[src/rtl/enemy_spawn_scheduler.sv]
// enemy_spawn_scheduler
//   Sequences the four enemy tank slots during play. Tanks are admitted one
//   at a time with a minimum gap between grants, drawn for a while before
//   their physics turns on, and held off after destruction before the slot
//   can be reused. In classic mode a finite enemy budget is tracked and a
//   sticky level_clear is raised once it is used up and the field is empty.
//
//   enemy_slot            : one tank slot (EMPTY/APPEAR/ACTIVE/WAIT) with its
//                           own dwell counter.
//   enemy_spawn_scheduler : grant arbitration, gap timer, budget, counters.
//
// Ports (top):
//   clk, rst_n            clock, asynchronous active-low reset
//   enable_game_classic   classic game running (wins if both modes are high)
//   enable_game_infinity  infinity game running
//   kill[3:0]             per-slot one-cycle destroyed pulse
//   enytank_app[3:0]      per-slot appearance enable
//   enytank_phy[3:0]      per-slot physics/fire enable
//   spawn_pulse[3:0]      one-hot pulse on the cycle a slot's tank appears
//   remaining[4:0]        classic: unspawned budget + live; infinity: live
//   kills_total[7:0]      accepted kills this game, saturating
//   level_clear           classic game won, sticky until the game ends

module enemy_slot #(
    parameter int APPEAR_CYC  = 25_000_000,
    parameter int RESPAWN_CYC = 100_000_000,
    parameter int CNT_W       = 27
) (
    input  logic clk,
    input  logic rst_n,
    input  logic clear,     // game not running: force EMPTY
    input  logic grant,
    input  logic kill,
    output logic app,
    output logic phy,
    output logic empty,
    output logic live,      // APPEAR or ACTIVE
    output logic kill_acc   // kill taken this cycle
);
    typedef enum logic [1:0] {
        S_EMPTY  = 2'd0,
        S_APPEAR = 2'd1,
        S_ACTIVE = 2'd2,
        S_WAIT   = 2'd3
    } slot_state_e;

    localparam logic [CNT_W-1:0] APPEAR_LOAD  = CNT_W'(APPEAR_CYC - 1);
    localparam logic [CNT_W-1:0] RESPAWN_LOAD = CNT_W'(RESPAWN_CYC - 1);

    slot_state_e      state_q, state_n;
    logic [CNT_W-1:0] cnt_q, cnt_n;

    always_ff @(posedge clk or negedge rst_n) begin
        if (!rst_n) begin
            state_q <= S_EMPTY;
            cnt_q   <= '0;
        end else begin
            state_q <= state_n;
            cnt_q   <= cnt_n;
        end
    end

    // The counter is loaded with N-1 on entry so each timed state lasts
    // exactly N cycles; the exit happens on the cycle it reads 0.
    always_comb begin
        state_n = state_q;
        cnt_n   = cnt_q;
        if (clear) begin
            state_n = S_EMPTY;
            cnt_n   = '0;
        end else begin
            unique case (state_q)
                S_EMPTY: begin
                    if (grant) begin
                        state_n = S_APPEAR;
                        cnt_n   = APPEAR_LOAD;
                    end
                end
                S_APPEAR: begin
                    if (cnt_q == '0) state_n = S_ACTIVE;
                    else             cnt_n   = cnt_q - 1'b1;
                end
                S_ACTIVE: begin
                    if (kill) begin
                        state_n = S_WAIT;
                        cnt_n   = RESPAWN_LOAD;
                    end
                end
                S_WAIT: begin
                    if (cnt_q == '0) state_n = S_EMPTY;
                    else             cnt_n   = cnt_q - 1'b1;
                end
                default: state_n = S_EMPTY;
            endcase
        end
    end

    assign app      = (state_q == S_APPEAR) || (state_q == S_ACTIVE);
    assign phy      = (state_q == S_ACTIVE);
    assign empty    = (state_q == S_EMPTY);
    assign live     = app;
    assign kill_acc = phy && kill && !clear;
endmodule

module enemy_spawn_scheduler #(
    parameter int CLASSIC_BUDGET = 20,
    parameter int SPAWN_GAP_CYC  = 50_000_000,
    parameter int APPEAR_CYC     = 25_000_000,
    parameter int RESPAWN_CYC    = 100_000_000,
    parameter int CNT_W          = 27
) (
    input  logic       clk,
    input  logic       rst_n,
    input  logic       enable_game_classic,
    input  logic       enable_game_infinity,
    input  logic [3:0] kill,
    output logic [3:0] enytank_app,
    output logic [3:0] enytank_phy,
    output logic [3:0] spawn_pulse,
    output logic [4:0] remaining,
    output logic [7:0] kills_total,
    output logic       level_clear
);
    localparam logic [4:0]       BUDGET_INIT = 5'(CLASSIC_BUDGET);
    localparam logic [CNT_W-1:0] GAP_LOAD    = CNT_W'(SPAWN_GAP_CYC - 1);

    logic             game_active;
    logic             active_q;
    logic [4:0]       budget_q;
    logic [CNT_W-1:0] gap_q;
    logic [1:0]       ptr_q;

    logic [3:0] slot_empty, slot_live, slot_kill_acc, grant_vec;
    logic [2:0] live_cnt, kill_cnt;
    logic       sel_found, can_grant;
    logic [1:0] sel, idx;

    assign game_active = enable_game_classic | enable_game_infinity;

    enemy_slot #(
        .APPEAR_CYC (APPEAR_CYC),
        .RESPAWN_CYC(RESPAWN_CYC),
        .CNT_W      (CNT_W)
    ) u_slot [3:0] (
        .clk     (clk),
        .rst_n   (rst_n),
        .clear   (!game_active),
        .grant   (grant_vec),
        .kill    (kill),
        .app     (enytank_app),
        .phy     (enytank_phy),
        .empty   (slot_empty),
        .live    (slot_live),
        .kill_acc(slot_kill_acc)
    );

    always_comb begin
        live_cnt = '0;
        kill_cnt = '0;
        for (int i = 0; i < 4; i++) begin
            live_cnt = live_cnt + {2'b0, slot_live[i]};
            kill_cnt = kill_cnt + {2'b0, slot_kill_acc[i]};
        end
    end

    // Round-robin pick: first EMPTY slot at or after the pointer.
    always_comb begin
        sel_found = 1'b0;
        sel       = '0;
        idx       = '0;
        for (int k = 0; k < 4; k++) begin
            idx = ptr_q + 2'(k);
            if (!sel_found && slot_empty[idx]) begin
                sel_found = 1'b1;
                sel       = idx;
            end
        end
    end

    // Classic rules take precedence when both mode inputs are high, so the
    // budget check only goes away for a pure infinity game.
    assign can_grant = game_active && (gap_q == '0) && sel_found && !level_clear &&
                       (!enable_game_classic || (budget_q != '0));
    assign grant_vec = can_grant ? (4'b0001 << sel) : 4'b0000;

    always_ff @(posedge clk or negedge rst_n) begin
        if (!rst_n) begin
            budget_q    <= BUDGET_INIT;
            gap_q       <= '0;
            ptr_q       <= '0;
            spawn_pulse <= '0;
            level_clear <= 1'b0;
        end else if (!game_active) begin
            budget_q    <= BUDGET_INIT;
            gap_q       <= '0;
            ptr_q       <= '0;
            spawn_pulse <= '0;
            level_clear <= 1'b0;
        end else begin
            spawn_pulse <= grant_vec;
            if (can_grant) begin
                gap_q <= GAP_LOAD;
                ptr_q <= sel + 2'd1;
                if (enable_game_classic) budget_q <= budget_q - 5'd1;
            end else if (gap_q != '0) begin
                gap_q <= gap_q - 1'b1;
            end
            level_clear <= level_clear ||
                           (enable_game_classic && (budget_q == '0) && (live_cnt == '0));
        end
    end

    // Kill count survives the end of a game for the game-over screen and is
    // only wiped on the first cycle of the next game.
    always_ff @(posedge clk or negedge rst_n) begin
        if (!rst_n) begin
            active_q    <= 1'b0;
            kills_total <= '0;
            remaining   <= '0;
        end else begin
            active_q  <= game_active;
            remaining <= enable_game_classic ? (budget_q + {2'b0, live_cnt})
                                             : {2'b0, live_cnt};
            if (game_active && !active_q)
                kills_total <= '0;
            else if (game_active)
                kills_total <= ({1'b0, kills_total} + {6'b0, kill_cnt} > 9'd255)
                               ? 8'd255 : kills_total + {5'b0, kill_cnt};
        end
    end
endmodule

[config.mk]
export PLATFORM = sky130hd
export DESIGN_NAME = enemy_spawn_scheduler
export DESIGN_NICKNAME = d
export VERILOG_FILES = /design/src/rtl/enemy_spawn_scheduler.sv
export SDC_FILE = /design/constraint.sdc
export NUM_CORES = 1
export LEC_CHECK = 0
export ABC_AREA = 1
export BUFFER_PORTS_ARGS = -buffer_cell sky130_fd_sc_hd__buf_2
export CORE_MARGIN = 5
export CORE_UTILIZATION = 30
export DETAILED_ROUTE_END_ITERATION = 16
export PLACE_DENSITY_LB_ADDON = 0.12
export SLEW_MARGIN = 20
export SYNTH_ARGS = -nofsm -noshare
export SYNTH_HDL_FRONTEND = slang
export SYNTH_SLANG_ARGS = --single-unit
[constraint.sdc]
create_clock -name clk -period 4.5 [get_ports clk]
set_clock_uncertainty 0.2 [all_clocks]
set_input_delay 0.675 -clock clk [delete_from_list [all_inputs] [get_ports clk]]
set_output_delay 0.675 -clock clk [all_outputs]
set_load 0.01 [all_outputs]
## Word-level counts from Yosys, hierarchy flattened

Index checks and enable logic that the tools add are counted.

| word-level totals | value |
|---|---|
| output and inout port bits | 26 |
| logic and storage cells | 209 |
| input port bits | 8 |
| flip-flop bits (word level) | 169 |

| cells by class | value |
|---|---|
| mux-type cells | 75 |
| shift-type cells | 1 |
| add/subtract/negate cells | 19 |
| eq/ne operators | 35 |
| reduce and logical (&&, ||, !) cells | 57 |
| magnitude comparators | 5 |
| bitwise operators | 1 |

Operators by type and width:

| operator | number |
|---|---|
| $mux W27 | 19 |
| $pmux W27 S3 | 4 |
| $logic_not A27 Y1 | 5 |
| $sub A27 B1 Y27 const B | 5 |
| $mux W2 | 26 |
| $ne A3 B3 Y1 const B | 12 |
| $pmux W2 S4 | 4 |
| $reduce_bool A27 Y1 | 1 |
| $mux W8 | 3 |
| $ne A3 B2 Y1 const B | 8 |
| $mux W5 | 4 |
| $logic_and A1 B1 Y1 | 18 |
| $eq A2 B2 Y1 const B | 8 |
| $reduce_and A4 Y1 | 4 |
| $lt A2 B3 Y1 const B | 4 |
| $reduce_and A3 Y1 | 4 |
| $add A8 B3 Y9 | 1 |
| $gt A9 B8 Y1 const B | 1 |
| $mux W1 | 9 |
| $add A8 B3 Y8 | 1 |
| $bmux W1 S2 | 4 |
| $eq A2 B1 Y1 const B | 4 |
| $logic_not A2 Y1 | 4 |
| $mux W4 | 2 |
| 20 further kinds | 38 |

## Logic depth before layout (Yosys ltp)

| depth | value |
|---|---|
| depth in word-level cells | 20 |
| gate-level depth with buffers | 21 |
| mapped depth without buffers | 19 |

## By module

A second synthesis with hierarchy kept.

| unflattened totals | value |
|---|---|
| cell total of the unflattened synthesis | 1840 |
| area total of the unflattened synthesis | 12404.4 µm² |

By module, submodules not included:

| module | cells each | area an instance (µm²) | seq. area each (µm²) | instances |
|---|---|---|---|---|
| enemy_slot (u_slot[1] ...) | 340 | 2207.1 | 725.7 | 3 |
| enemy_spawn_scheduler | 473 | 3568.4 | 1328.8 | 1 |
| enemy_slot (u_slot[0]) | 347 | 2214.6 | 725.7 | 1 |

## Worst setup path before layout

OpenSTA, ideal clock, no wires.

| path | value |
|---|---|
| path kind | input to register |
| start | input enable_game_classic |
| end | register kills_total[2] |
| stages on the path | 18 |
| arrival | 3891 ps |
| setup time | 83 ps |
| required time | 4217 ps |
| slack | 326 ps |
| buffers on the path | 4 |
| path through | buf_2 > nor2_4 > buf_2 > buf_2 > buf_1 > nor2_1 > fa_1 > ha_1 > ha_1 > fa_1 > nand2_1 > a21oi_1 > nand2_1 > nor2_1 > nand2_1 > nor2_1 > a21oi_1 > o21ai_0 |

| on the way | value |
|---|---|
| longest elaborated chain between the ends | 10 |
| elaborated cells between the ends (all ways) | 16 |
| classes of those cells | add/sub (5); order compare (1); mux (3); bitwise (1); reduce/logical (6) |

RTL lines:

| element | RTL line | RTL |
|---|---|---|
| start: declaration | 114 | `input logic enable_game_classic,` |
| $or A1 B1 Y1 * | 138 | `assign game_active = enable_game_classic \| enable_game_infinity;` |
| $logic_and A1 B1 Y1 | 102 | `assign kill_acc = phy && kill && !clear;` |
| $add A1 B1 Y2 | 162 | `kill_cnt = kill_cnt + {2'b0, slot_kill_acc[i]};` |
| $add A2 B1 Y3 | 162 |  |
| $add A3 B1 Y3 | 162 |  |
| $add A8 B3 Y9 | 227 | `kills_total <= ({1'b0, kills_total} + {6'b0, kill_cnt} > 9'd255)` |
| $gt A9 B8 Y1 | 227 |  |
| $mux W8 | 228 | `? 8'd255 : kills_total + {5'b0, kill_cnt};` |
| $mux W8 | 226 | `else if (game_active)` |
| $mux W8 | 224 | `if (game_active && !active_q)` |
| end signal: assignment | 227 |  |
| end: declaration | 121 | `output logic [7:0] kills_total,` |

Mark *: on every way between the ends. The rest lies on a longest branch, timed or not. The select of a mux whose other input is x is not followed.
A chain may end at the register's enable or synchronous reset.

## Worst setup path after layout

| path | value |
|---|---|
| start | register u_slot[3].state_q[0] |
| end | register kills_total[0] |

| on the way | value |
|---|---|
| longest elaborated chain between the ends | 9 |
| elaborated cells between the ends (all ways) | 10 |
| classes of those cells | add/sub (3); order compare (1); eq/ne (1); mux (3); reduce/logical (2) |

RTL lines:

| element | RTL line | RTL |
|---|---|---|
| start: declaration | 50 | `slot_state_e state_q, state_n;` |
| start signal: assignment | 58 | `state_q <= state_n;` |
| $eq A2 B2 Y1 * | 99 | `assign phy = (state_q == S_ACTIVE);` |
| $logic_and A1 B1 Y1 * (2 in series) | 102 |  |
| $add A3 B1 Y3 * | 162 |  |
| $add A8 B3 Y9 | 227 |  |
| $gt A9 B8 Y1 | 227 |  |
| $mux W8 * | 228 |  |
| $mux W8 * | 226 |  |
| $mux W8 * | 224 |  |

Marked as above.

==> results.yml <==
cells_and_area:
  fin_util_pct: 32.9
  n_antenna_cell: 0
  seq_area_sq_um: 4230
  final_cell_mix: "569 x nand2_1, 304 x nor2_1, 182 x inv_1"
  nNetsFinal: 1965
  drive_above_1_share_pct: 7.22
  final_area_sq_um: 13700
  finalNonFillerCells: 2465
  multi_input_area_sq_um: 7160
  syn_to_final_growth_pct: 9.35
  fill_cells: 4680
  final_common_cell: "nand2_1"
logic_synthesis:
  synthCells: 1912
  synthAdderAreaFrac_pct: 4.63
  muxShareOfSynthArea_pct: 0
  async_flop_share_pct: 100
  synth_edf_count: 0
  ys.warnings.count: 0
  synth_seq_area_share_pct: 33.7
  synth_area_sq_um: 12500
  synth.distinct_cells: 44
  synth_top_family_by_area: "simple AND/OR/NAND/NOR gates"
  synth_compound_area_share_pct: 7.51
  synth-simple-area-share_pct: 41.6
  synth_ff_type: "dfrtp_1"
  syn_nets: 1964
  avgSynthCellArea_sq_um: 6.56
  synth_xor_area_share_pct: 3.28
  ys_ff_latch: 169
grt:
  grt_pass1_wl_microns: 61700
  met1_usage_pct: 21.9
  grtUsageTotal_pct: 16.2
  grt_overflow_total: 0
  top_usage_layer: "met2"
  grt_use_met3_pct: 2.70
  antenna_found_initial: 0
  grt_max_degree: 87
  grt_pass1_vias: 11600
  met2_usage_pct: 27.0
critical_path:
  crit_family: "adder cells"
  crit_slowest_cell: "fa_1"
  critical_path_buf_inv_count: 1
  end_kind: "flop"
  critPathMaxFanout: 9
  cp_cell_sequence: "inv_1 > ha_1 > nand2_1 > nor2_1 > fa_1 > ha_1 > ha_1 > fa_1 > nand2_1 > a21oi_1 > nand2_1 > nor2_1 > nand2_1 > nor2_1 > nor2_1 > o21ai_0"
  path_depth: 16
  cp_data_required_time_ns: 4.68
  crit_type: "flop to flop"
  arrival_ns: 3.93
  worstRegToRegCells: 16
  max_stage_delay_ns: 0.42
  cp-start-kind: "flop"
route:
  drc: 0
  wl_per_cell_microns: 15.0
  ant_nets: 0
  drt_iter0_markers: 629
  wl_microns: 36900
  drt_first_pass_iters: 5
  vias_per_cell: 4.84
  vias: 11900
placed_design:
  gp_congestion: 0.890
  dp.cells: 2433
  io_buffers: 33
  placedInstanceArea_sq_um: 13200
  dp_hpwl_microns: 25700
clocking:
  cts_made_buffers: 17
  insertion_delay_ns: 0.46
  cts_sinks: 169
  hold_buffers: 0
  clockBufferDepth: 2
  root_buffer: "clkbuf_16"
  clk_pin_slew_ns: 0.07
  htree_levels: 4
  ctsResizeCount: 0
  postCtsSetupBuffers: 0
  cts_tree: "built"
timing:
  final.setup.tns_ns: 0
  hold_viol: 0
  slew_viol_final: 0
  relSlewSlack_pct: 30.1
  worstMarginPinSlew_ns: 1.04
  fmax_mhz: 267
  fin_crit_sh_pct: 83.2
  setup_viol: 0
  min_period_ns: 3.75
  grt_setup_unrepaired: "false"
pwr:
  ir_drop_v: 0.000256
  powerDensity_nw_per_um2: 708
  leakagePower_nw: 6.96
floorplan:
  pin_count: 34
  die-area_sq_um: 46000
  rows: 75
  start_util_pct: 30.1
  die_h_microns: 214
  core_area_sq_um: 41700
  die_x_microns: 214
worst_hold_path:
  hold_path_class: "input pin to async pin"
run:
  drv_cap: 0
status:
  status: "complete, no violations"
[per-stage QoR]
step	setup slack, ns	hold WS (ns)	power [W]
after floorplan	0.326	0.179	0.00692
after global placement	0.697	0.257	0.00829
after detailed placement	0.613	0.262	0.00831
after CTS	0.734	0.105	0.00982
after global routing	0.349	0.141	0.0108
final	0.754	0.0755	0.00971
[where the power goes]
group | switching [W] | total [W] | leakage, nW | internal, W
registers | 0.000637 | 0.00273 | 2.17 | 0.00209
logic | 0.00367 | 0.00553 | 4.53 | 0.00187
clock network | 0.000689 | 0.00146 | 0.262 | 0.000767
[cells in the mapped netlist (7+ instances only)]
master / number / area (sq um)
nor3_1: 23 / 115
nand4_1: 94 / 588
inv_1: 182 / 683
buf_2: 14 / 70.1
inv_2: 21 / 78.8
nand2_1: 569 / 2140
nand3b_1: 8 / 60.1
xor2_1: 31 / 272
o21ai_0: 57 / 285
dfrtp_1: 167 / 4180
clkbuf_1: 29 / 109
xnor2_1: 16 / 140
o22ai_1: 7 / 43.8
buf_6: 7 / 78.8
buf_4: 15 / 113
a21oi_1: 97 / 485
nor2_1: 306 / 1150
nand3_1: 164 / 821
ha_1: 40 / 500
[metal layers]
metal / share of wire [%] / up-vias
li1: - / 6164
met1: 49 / 5571
met2: 46 / 172
met3: 2.9 / 31
met4: 1.6 / 0
met5: 0 / -
[worst paths after layout]
kind                                       from             endpoint  slack, ns
hold reg to reg              u_slot[2].cnt_q[1]   u_slot[2].cnt_q[1]       0.28
setup / recovery           u_slot[3].state_q[0]       kills_total[0]       0.75
hold / removal                            rst_n            gap_q[14]       0.08
min in group clk             u_slot[2].cnt_q[1]   u_slot[2].cnt_q[1]       0.28
max in group asynchronous                 rst_n  u_slot[3].cnt_q[20]       3.08
setup reg to reg           u_slot[3].state_q[0]       kills_total[0]       0.75
[flip-flops by register name (all words and copies together), names as in the netlist]
register        count
active_q            1
budget_q            5
gap_q              27
kills_total         8
level_clear         1
ptr_q               2
remaining           5
spawn_pulse         4
u_slot.cnt_q      108
u_slot.state_q      8
[logic make-up (layout without fill, tap and decap cells)]
logic type                 Yosys count  in the layout
and+or+nand+nor                   1197           1197
DFF                                169            169
xor gates and xnor gates            47             47
buffers and inverters              275            289
AOI/OAI and AO/OA                  180            180
adders and majority gates           44             44
[cell type report]
class                      count  share of cell area (%)
clock buffer                  23                    3.56
multi-input combinational   1468                    52.2
timing repair buffer          52                    2.40
sequential                   169                    30.8
clock inverter                 9                   0.483
inverter                     205                    5.63
tap                          539                    4.92
Note: power is estimated with default switching activity, not from simulation.
